### src/rtl/mycpu_pkg.sv
// Shared types and constants for the instruction fetch path.
package mycpu_pkg;

  typedef enum logic [1:0] {
    PS_HOLD   = 2'b00,
    PS_INC    = 2'b01,
    PS_BRANCH = 2'b10,
    PS_JUMP   = 2'b11
  } pc_sel_t;

  typedef enum logic {
    IF_IDLE = 1'b0,
    IF_WAIT = 1'b1
  } if_state_t;

  localparam logic [15:0] PC_RESET = 16'h0000;

  // Branch displacement is a 6-bit two's complement field taken from the IR.
  function automatic logic [15:0] sext_br_off(input logic [5:0] field);
    return {{10{field[5]}}, field};
  endfunction

endpackage

### src/rtl/fetch_pc.sv
// Program counter register and next-PC select; updates only when enabled.
module fetch_pc
  import mycpu_pkg::*;
(
  input  logic        clk,
  input  logic        rst_n,
  input  logic        pc_en,
  input  logic [1:0]  ps_in,
  input  logic [5:0]  br_field,
  input  logic [15:0] a_in,
  output logic [15:0] pc_out
);

  pc_sel_t     ps;
  logic [15:0] pc_q;
  logic [15:0] pc_d;

  assign ps = pc_sel_t'(ps_in);

  // All additions wrap modulo 2^16 by virtue of the 16-bit result.
  always_comb begin
    pc_d = pc_q;
    case (ps)
      PS_INC:    pc_d = pc_q + 16'd1;
      PS_BRANCH: pc_d = pc_q + sext_br_off(br_field);
      PS_JUMP:   pc_d = a_in;
      default:   pc_d = pc_q;
    endcase
  end

  always_ff @(posedge clk or negedge rst_n) begin
    if (!rst_n) begin
      pc_q <= PC_RESET;
    end else if (pc_en) begin
      pc_q <= pc_d;
    end
  end

  assign pc_out = pc_q;

endmodule

### src/rtl/fetch_unit.sv
// Instruction fetch: request FSM, instruction register, PC sub-module and
// optional taken-branch counter (enabled by defining MYCPU_BRCNT_EN).
//
// state   | meaning
// IF_IDLE | no fetch outstanding; a load request with valid data completes in-cycle
// IF_WAIT | fetch issued, holding request until memory returns valid data
module fetch_unit
  import mycpu_pkg::*;
(
  input  logic        clk,
  input  logic        rst_n,
  input  logic [1:0]  ps_in,
  input  logic        il_in,
  input  logic [15:0] a_in,
  output logic [15:0] imem_addr,
  output logic        imem_req,
  input  logic [15:0] imem_rdata,
  input  logic        imem_valid,
  output logic [15:0] ir_out,
  output logic [15:0] pc_out,
  output logic        stall_out,
  output logic [15:0] bcnt_out
);

  if_state_t   state_q;
  if_state_t   state_d;
  logic        ir_load;
  logic        pc_en;
  logic [15:0] ir_q;

  always_ff @(posedge clk or negedge rst_n) begin
    if (!rst_n) begin
      state_q <= IF_IDLE;
    end else begin
      state_q <= state_d;
    end
  end

  always_comb begin
    state_d = state_q;
    case (state_q)
      IF_IDLE: if (il_in && !imem_valid) state_d = IF_WAIT;
      IF_WAIT: if (imem_valid)           state_d = IF_IDLE;
      default:                           state_d = IF_IDLE;
    endcase
  end

  always_comb begin
    imem_req  = (state_q == IF_WAIT) || ((state_q == IF_IDLE) && il_in);
    stall_out = imem_req && !imem_valid;
    ir_load   = imem_req && imem_valid;
    pc_en     = !stall_out;
  end

  always_ff @(posedge clk or negedge rst_n) begin
    if (!rst_n) begin
      ir_q <= 16'h0000;
    end else if (ir_load) begin
      ir_q <= imem_rdata;
    end
  end

  fetch_pc u_fetch_pc (
    .clk      (clk),
    .rst_n    (rst_n),
    .pc_en    (pc_en),
    .ps_in    (ps_in),
    .br_field ({ir_q[8:6], ir_q[2:0]}),
    .a_in     (a_in),
    .pc_out   (pc_out)
  );

  assign imem_addr = pc_out;
  assign ir_out    = ir_q;

`ifdef MYCPU_BRCNT_EN
  logic [15:0] bcnt_q;

  // Counts applied branch/jump updates (ps_in[1] set), saturating at all-ones.
  always_ff @(posedge clk or negedge rst_n) begin
    if (!rst_n) begin
      bcnt_q <= 16'h0000;
    end else if (pc_en && ps_in[1] && (bcnt_q != 16'hFFFF)) begin
      bcnt_q <= bcnt_q + 16'd1;
    end
  end

  assign bcnt_out = bcnt_q;
`else
  assign bcnt_out = 16'h0000;
`endif

endmodule

### config.mk
export PLATFORM = sky130hd
export DESIGN_NAME = fetch_unit
export DESIGN_NICKNAME = d
export VERILOG_FILES = /design/src/rtl/mycpu_pkg.sv /design/src/rtl/fetch_pc.sv /design/src/rtl/fetch_unit.sv
export SDC_FILE = /design/constraint.sdc
export NUM_CORES = 1
export LEC_CHECK = 0
export BUFFER_PORTS_ARGS = -buffer_cell sky130_fd_sc_hd__buf_2
export CORE_MARGIN = 5
export CORE_UTILIZATION = 25
export DETAILED_ROUTE_END_ITERATION = 10
export GPL_ROUTABILITY_DRIVEN = 0
export PLACE_DENSITY = 0.46
export SLEW_MARGIN = 20
export SYNTH_ARGS = -nofsm -noshare
export SYNTH_HDL_FRONTEND = slang
export SYNTH_HIERARCHICAL = 1
export SYNTH_SLANG_ARGS = --single-unit
### constraint.sdc
create_clock -name clk -period 5.73 [get_ports clk]
set_input_delay 1.146 -clock clk [delete_from_list [all_inputs] [get_ports clk]]
set_output_delay 1.146 -clock clk [all_outputs]
set_load 0.03 [all_outputs]
==> results of run 1 <==
==> routing by layer <==
| layer | global-route usage [%] | wire (um) | up-vias |
|---|---|---|---|
| met5 | 0 | 0 | - |
| met3 | 3.112 | 531 | 8 |
| met4 | 2.493 | 58 | 0 |
| li1 | - | - | 1014 |
| met2 | 17.04 | 3136 | 73 |
| met1 | 14.33 | 2917 | 988 |
==> power by group through the flow <==
| stage | clock network [W] | registers [W] | logic [W] |
|---|---|---|---|
| after floorplan | 0 | 0.000447 | 0.000416 |
| after global placement | 0 | 0.000379 | 0.000585 |
| after detailed placement | 0 | 0.000380 | 0.000589 |
| after CTS | 0.000210 | 0.000376 | 0.000590 |
| after global routing | 0.000217 | 0.000390 | 0.000629 |
| final | 0.000200 | 0.000373 | 0.000584 |
==> per-stage QoR <==
step | hold WS [ns] | power (W) | cells | setup slack (ns) | util, %
3_3_place_gp | 0.4879 | 0.0009639 | 448 | 2.091 | 28.81
5_1_grt | 0.5300 | 0.001236 | 456 | 2.154 | 29.85
4_1_cts | 0.5104 | 0.001175 | 456 | 2.317 | 29.85
6_report | 0.5032 | 0.001158 | 456 | 2.312 | 29.85
3_5_place_dp | 0.4904 | 0.0009687 | 448 | 2.009 | 28.81
2_1_floorplan | 0.6807 | 0.0008629 | 275 | 2.448 | -
==> state kept, by name, summed over array words and instances, names as in the netlist <==
| register | cells |
|---|---|
| u_fetch_pc/pc_out | 16 |
| ir_out | 16 |
| state_q | 1 |
==> path summary, 6_finish.rpt <==
path                       slack (ns)                    end
min in group asynchronous        0.94   u_fetch_pc/pc_out[8]
setup / recovery                 2.31  u_fetch_pc/pc_out[12]
max in group asynchronous        4.28              ir_out[4]
hold / removal                   0.50              ir_out[4]
hold reg to reg                  0.50              ir_out[4]
setup reg to reg                 3.11  u_fetch_pc/pc_out[12]
==> final cells by class <==
type | instances | area (um^2) | share of cell area [%]
multi-input cells | 193 | 1364 | 46.96
flip-flops and latches | 33 | 825.8 | 28.44
repair buffers | 88 | 442.9 | 15.25
well taps | 133 | 166.4 | 5.730
clock buffers | 7 | 96.34 | 3.318
clock inverters | 1 | 5.005 | 0.1723
inverters | 1 | 3.754 | 0.1293
==> logic make-up (layout without fill, tap and decap cells) <==
group,after synthesis,count (layout)
other cells,1,16
fa+ha+maj,6,6
simple gates,85,85
compound gates,61,61
buf+inv,49,97
mux,22,22
xor+xnor,3,3
flops,33,33
==> critical path: cells and delay by family <==
kind	cells	cell delay, ns
AOI/OAI and AO/OA	6	1.33
and+or+nand+nor	2	0.34
buffers and inverters	1	0.14
adders and majority gates	2	0.62
==> layout by cell type, fill, tap and decap left out, drive strengths merged, types with 7 or more instances in the layout <==
master | netlist | final
clkbuf | 7 | 7
nand2 | 21 | 21
a21oi | 18 | 18
dfrtp | 33 | 33
conb | 1 | 16
nor2 | 15 | 15
and3 | 8 | 8
buf | 41 | 88
o21ai | 9 | 9
mux2 | 17 | 17
==> flow_summary_export.csv, run 1 <==
group,metric,value,unit
sta,rsz0062_at_grt,"false",
outcome,status,"complete, no violations",
sta,setup_tns,0,ns
global_routing,grt_pass1_vias,1974,
sta,finalSetupViolations,0,
global_routing,grt_max_degree,34,
sta,layout_min_cycle_time,3.418,ns
global_routing,grt_pass1_wl,10.13,mm
placed_design,placed_area,0.002803,mm^2
cts,cts_setup_buffers,0,
sta,worst_pin_slew,0.7920,ns
die,die_area,0.01204,mm^2
cts,post_cts_resized,0,
cts,cts_buffers,5,
synth,synth_flop_cell,"dfrtp_1",
setup_path,worstSetupStartpointType,"input port",
setup_path,crit_start,"ps_in[0]",
cts,root_buffer,"clkbuf_8",
synth,synth_area_leader_cell,"dfrtp_1",
sta,finalHoldViolations,0,
sta,skew,0.009093,ns
cells_and_area,fill_cells,1049,
detailed_routing,avgViaCountPerCell,4.568,
power_and_ir_drop,p_sw,0.0005634,W
sta,clock.fmax,0.2926,GHz
detailed_routing,routed_wl,6.643,mm
synth,yosysMostFrequentCell,"buf_4",
synth,synthSimpleGateAreaFrac,19.32,%
cts,cts_tree,"done",
die,io-pin-count,104,
global_routing,overflow,0,
synth,synth_seq_area_share,33.20,%
synth,muxShareOfSynthArea,11.22,%
synth,syn_area,0.002487,mm^2
die,die_w,109.7,um
synth,synth_common_cells,"34 x buf_4, 33 x dfrtp_1, 20 x nand2_1",
cts,clk_path_buf_depth,2,
detailed_routing,drtIter0Drc,76,
hold_path,hold_path.class,"reg2reg",
setup_path,path_cells,"buf_2 > and2b_2 > nand2b_1 > ha_1 > fa_1 > a211o_1 > a21oi_2 > o21ai_0 > a21oi_1 > o21ai_1 > o311a_1",
synth,synth_warnings,6,
setup_path,criticalPathCategory,"in2reg",
synth,syn_avg_cell_area,9.567,um^2
placed_design,hpwlAfterDp,5.034,mm
sta,finalCritPeriodShare,59.65,%
synth,ys_ff_latch,33,
detailed_routing,final_antenna_net_count,0,
placed_design,port_buffers,87,
setup_path,rr_worst_depth,9,
global_routing,antenna_found_initial,0,
sta,relSlewSlack,47.20,%
cells_and_area,final_cell_area,0.002904,mm^2
cts,cts_max_level,2,
setup_path,slowest_stage,"fa_1",
synth,synth_top_family_by_area,"simple AND/OR/NAND/NOR gates",
power_and_ir_drop,power.density,398.8,mW/mm^2
setup_path,worst_setup_path_end_kind,"register",
cts,cts_sinks,33,
synth,synth_edf_count,0,
setup_path,worstPathRequired,5.90,ns
synth,syn_inst,260,
hold_path,hold_depth,1,
power_and_ir_drop,sw_frac_of_total,48.65,%
synth,synth-compound-area-share,17.51,%
cells_and_area,drive_gt1_share,38.70,%
detailed_routing,drtPass1Iterations,4,
die,coreArea,0.009729,mm^2
setup_path,rr_startpoint,"ir_out[0]",
detailed_routing,drc,0,
power_and_ir_drop,p_seq_share,32.2,%
setup_path,worstPathMaxFanout,9,
synth,yosysTopAreaCellShare,33.20,%
global_routing,grt_usage,10.71,%
sta,finalMaxSlewViolations,0,
power_and_ir_drop,p_int,0.0005946,W
cts,clk_pin_slew,0.07,ns
cts,clk_latency,0.29,ns
power_and_ir_drop,leakagePower,1.373,nW
setup_path,max_stage_delay,0.42,ns
power_and_ir_drop,clkPwrFrac,17.3,%
synth,synth_fa_ha_area_share,3.320,%
power_and_ir_drop,power_frac_comb,50.5,%
cts,ctsHoldBuffers,0,
setup_path,arrival,3.59,ns
synth,synthXorXnorAreaFrac,1.056,%
synth,synth.area.top_cells,"dfrtp_1 33%, buf_4 10%, mux2_4 6.0%, a21oi_1 3.2%, mux2_2 3.2%",
cells_and_area,area_growth,16.75,%
synth,ys_async_sr_fraction,100.0,%
run,cap_violations,0,
die,die_h,109.7,um
hold_path,hp-start,"ir_out[4]",
die,start_util,25.57,%
cells_and_area,nets,366,
power_and_ir_drop,ir_drop,122.7,uV
cells_and_area,antennaDiodeCount,0,
synth,synthDistinctLibCells,64,
die,num_rows,36,
detailed_routing,vias,2083,
detailed_routing,routedWlPerCell,14.57,um
Power figures use the tool's default switching activity.
==> run 2, diff against run 1 <==
Settings changed: ABC_AREA set to 1.
Clock period 5.73 ns to 3.6 ns, I/O delays scaled along.
==> flow_summary_export.csv, run 2 <==
group,metric,value,unit
setup_path,worstPathMaxFanout,7,
detailed_routing,dr_wl_met2,3.942,mm
global_routing,overflow,0,
detailed_routing,wl_met3,552,um
sta,rsz0062_at_grt,"false",
cts,cts_sinks,33,
synth,syn_area,0.002633,mm^2
detailed_routing,final_antenna_net_count,0,
sta,finalMaxSlewViolations,0,
setup_path,worstSetupStartpointType,"input port",
synth,synth_edf_count,0,
die,io-pin-count,104,
synth,syn_avg_cell_area,6.891,um^2
setup_path,worstPathRequired,3.79,ns
setup_path,crit_top_cell,"nand2_1",
setup_path,criticalPathCategory,"in2reg",
cts,post_cts_resized,0,
synth,synth_flop_cell,"dfrtp_1",
die,num_rows,37,
power_and_ir_drop,ir_drop,195.9,uV
synth,yosysMostFrequentCell,"nand2_1",
detailed_routing,drt-met1-wl,3.411,mm
synth,synth_common_cells,"115 x nand2_1, 44 x nand3_1, 37 x inv_1",
detailed_routing,drtPass1Iterations,4,
cells_and_area,final_common_cell,"nand2_1",
detailed_routing,routed_wl,7.983,mm
cts,cts_max_level,2,
global_routing,antenna_found_initial,0,
cells_and_area,area_growth,17.02,%
synth,ys_async_sr_fraction,100.0,%
synth,synthDistinctLibCells,34,
sta,worst_pin_slew,0.8180,ns
cts,clk_pin_slew,0.08,ns
cts,cts_buffers,5,
cells_and_area,nets,492,
detailed_routing,avgViaCountPerCell,4.388,
sta,finalHoldViolations,0,
cts,clk_latency,0.29,ns
power_and_ir_drop,power.density,630.7,mW/mm^2
synth,synth.area.top_cells,"dfrtp_1 31%, nand2_1 16%, buf_4 9.7%, nand3_1 8.4%, inv_1 5.3%",
die,start_util,25.61,%
synth,synth_warnings,6,
cells_and_area,drive_gt1_share,25.84,%
synth,syn_inst,382,
run,cap_violations,0,
cts,cts_setup_buffers,0,
sta,finalSetupViolations,0,
detailed_routing,vias,2567,
global_routing,grt_pass1_wl,13.28,mm
placed_design,placed_cells,577,
global_routing,grt_max_degree,34,
detailed_routing,drtIter0Drc,106,
hold_path,hold_path.class,"reg2reg",
cells_and_area,final_cell_mix,"115 x nand2_1, 87 x buf_2, 44 x nand3_1",
cts,root_buffer,"clkbuf_8",
cts,ctsHoldBuffers,0,
sta,skew,0.002667,ns
die,die_area,0.01268,mm^2
placed_design,port_buffers,87,
die,coreArea,0.01028,mm^2
setup_path,path_cells,"buf_2 > inv_2 > nand2_2 > or2_2 > ha_1 > fa_1 > nand3_1 > nand3_1 > nand2_1 > nand2_1 > nand2_1 > inv_1 > nand3_1 > nand2_1 > nand2_1 > nand3_1 > nand2_1 > nand2_1",
synth,synth_area_leader_cell,"dfrtp_1",
detailed_routing,routedWlPerCell,13.65,um
sta,relSlewSlack,45.46,%
power_and_ir_drop,leakagePower,1.720,nW
power_and_ir_drop,finalPower,0.001943,W
setup_path,max_stage_delay,0.42,ns
global_routing,grt_usage,12.87,%
die,die_h,112.6,um
synth,yosysTopAreaCellShare,31.37,%
outcome,status,"complete, no violations",
setup_path,slowest_stage,"fa_1",
synth,synth_seq_area_share,31.37,%
cells_and_area,stdcell_count,585,
sta,clock.fmax,0.3615,GHz
die,die_w,112.6,um
setup_path,rrSetupSlack,1.26,ns
cts,cts_tree,"done",
synth,ys_ff_latch,33,
cells_and_area,antennaDiodeCount,0,
sta,setup_tns,0,ns
global_routing,grt_pass1_vias,2608,
setup_path,arrival,2.95,ns
detailed_routing,drc,0,
setup_path,worst_setup_path_end_kind,"register",
placed_design,hpwlAfterDp,6.174,mm
cts,clk_path_buf_depth,2,
detailed_routing,highest_layer,"met4",
sta,layout_min_cycle_time,2.766,ns
sta,finalCritPeriodShare,76.83,%
==> run 2: final cells by class <==
type	count	area [um^2]
repair buffers	88	442.9
clock buffers	6	82.58
fillers	1167	7197
flip-flops and latches	33	825.8
clock inverters	2	37.54
inverters	41	153.9
multi-input cells	279	1368
well taps	136	170.2
==> run 2: per-stage QoR <==
| step | hold slack [ns] | utilization, % | area (um^2) | setup WS (ns) |
|---|---|---|---|---|
| 6_report | 0.4780 | 29.97 | 3080 | 0.8339 |
| 5_1_grt | 0.5047 | 29.97 | 3080 | 0.5642 |
| 4_1_cts | 0.4816 | 29.97 | 3080 | 0.8321 |
| 3_5_place_dp | 0.4584 | 28.80 | 2960 | 0.5129 |
| 3_3_place_gp | 0.4526 | 28.80 | 2960 | 0.5920 |
| 2_1_floorplan | 0.4244 | - | 2689 | 0.8600 |
==> run 2: per-layer routing <==
metal  global-route usage, %  vias up
met5                       0        -
met4                   2.724        0
met3                   4.097        6
met2                   22.67       80
met1                   15.30     1170
li1                        -     1311
==> run 2: power by group <==
group	total (W)	switching, W	internal, W	leakage (nW)
registers	0.000567	0.000114	0.000452	0.400
clock network	0.000384	0.000159	0.000225	0.0574
logic	0.000992	0.000705	0.000287	1.26
total	0.00194	0.000978	0.000964	1.72
==> run 2: worst paths after layout <==
path,start,to,cells after the start
worst max-delay path,ps_in[0],u_fetch_pc/pc_out[14],18
worst min-delay path,ir_out[3],ir_out[3],2
worst max register to register,ir_out[0],u_fetch_pc/pc_out[14],15
worst min register to register,ir_out[3],ir_out[3],2
max in group asynchronous,rst_n,u_fetch_pc/pc_out[14],1
min in group asynchronous,rst_n,ir_out[12],1
==> run 2: logic make-up (layout without fill, tap and decap cells) <==
logic type,count (synthesis),in the layout,synth area share (%)
and+or+nand+nor,212,212,35.22
buffers and inverters,85,137,18.82
AOI/OAI and AO/OA,40,40,9.649
DFF,33,33,31.37
adders and majority gates,6,6,3.137
xor gates and xnor gates,5,5,1.664
other,1,16,0.1424
==> run 2: worst max-delay path: cells and delay by family <==
kind                     cells  cell delay (ns)
AND/OR/NAND/NOR             13             1.26
adder cells (fa/ha/maj)      2             0.64
buffers and inverters        3             0.34
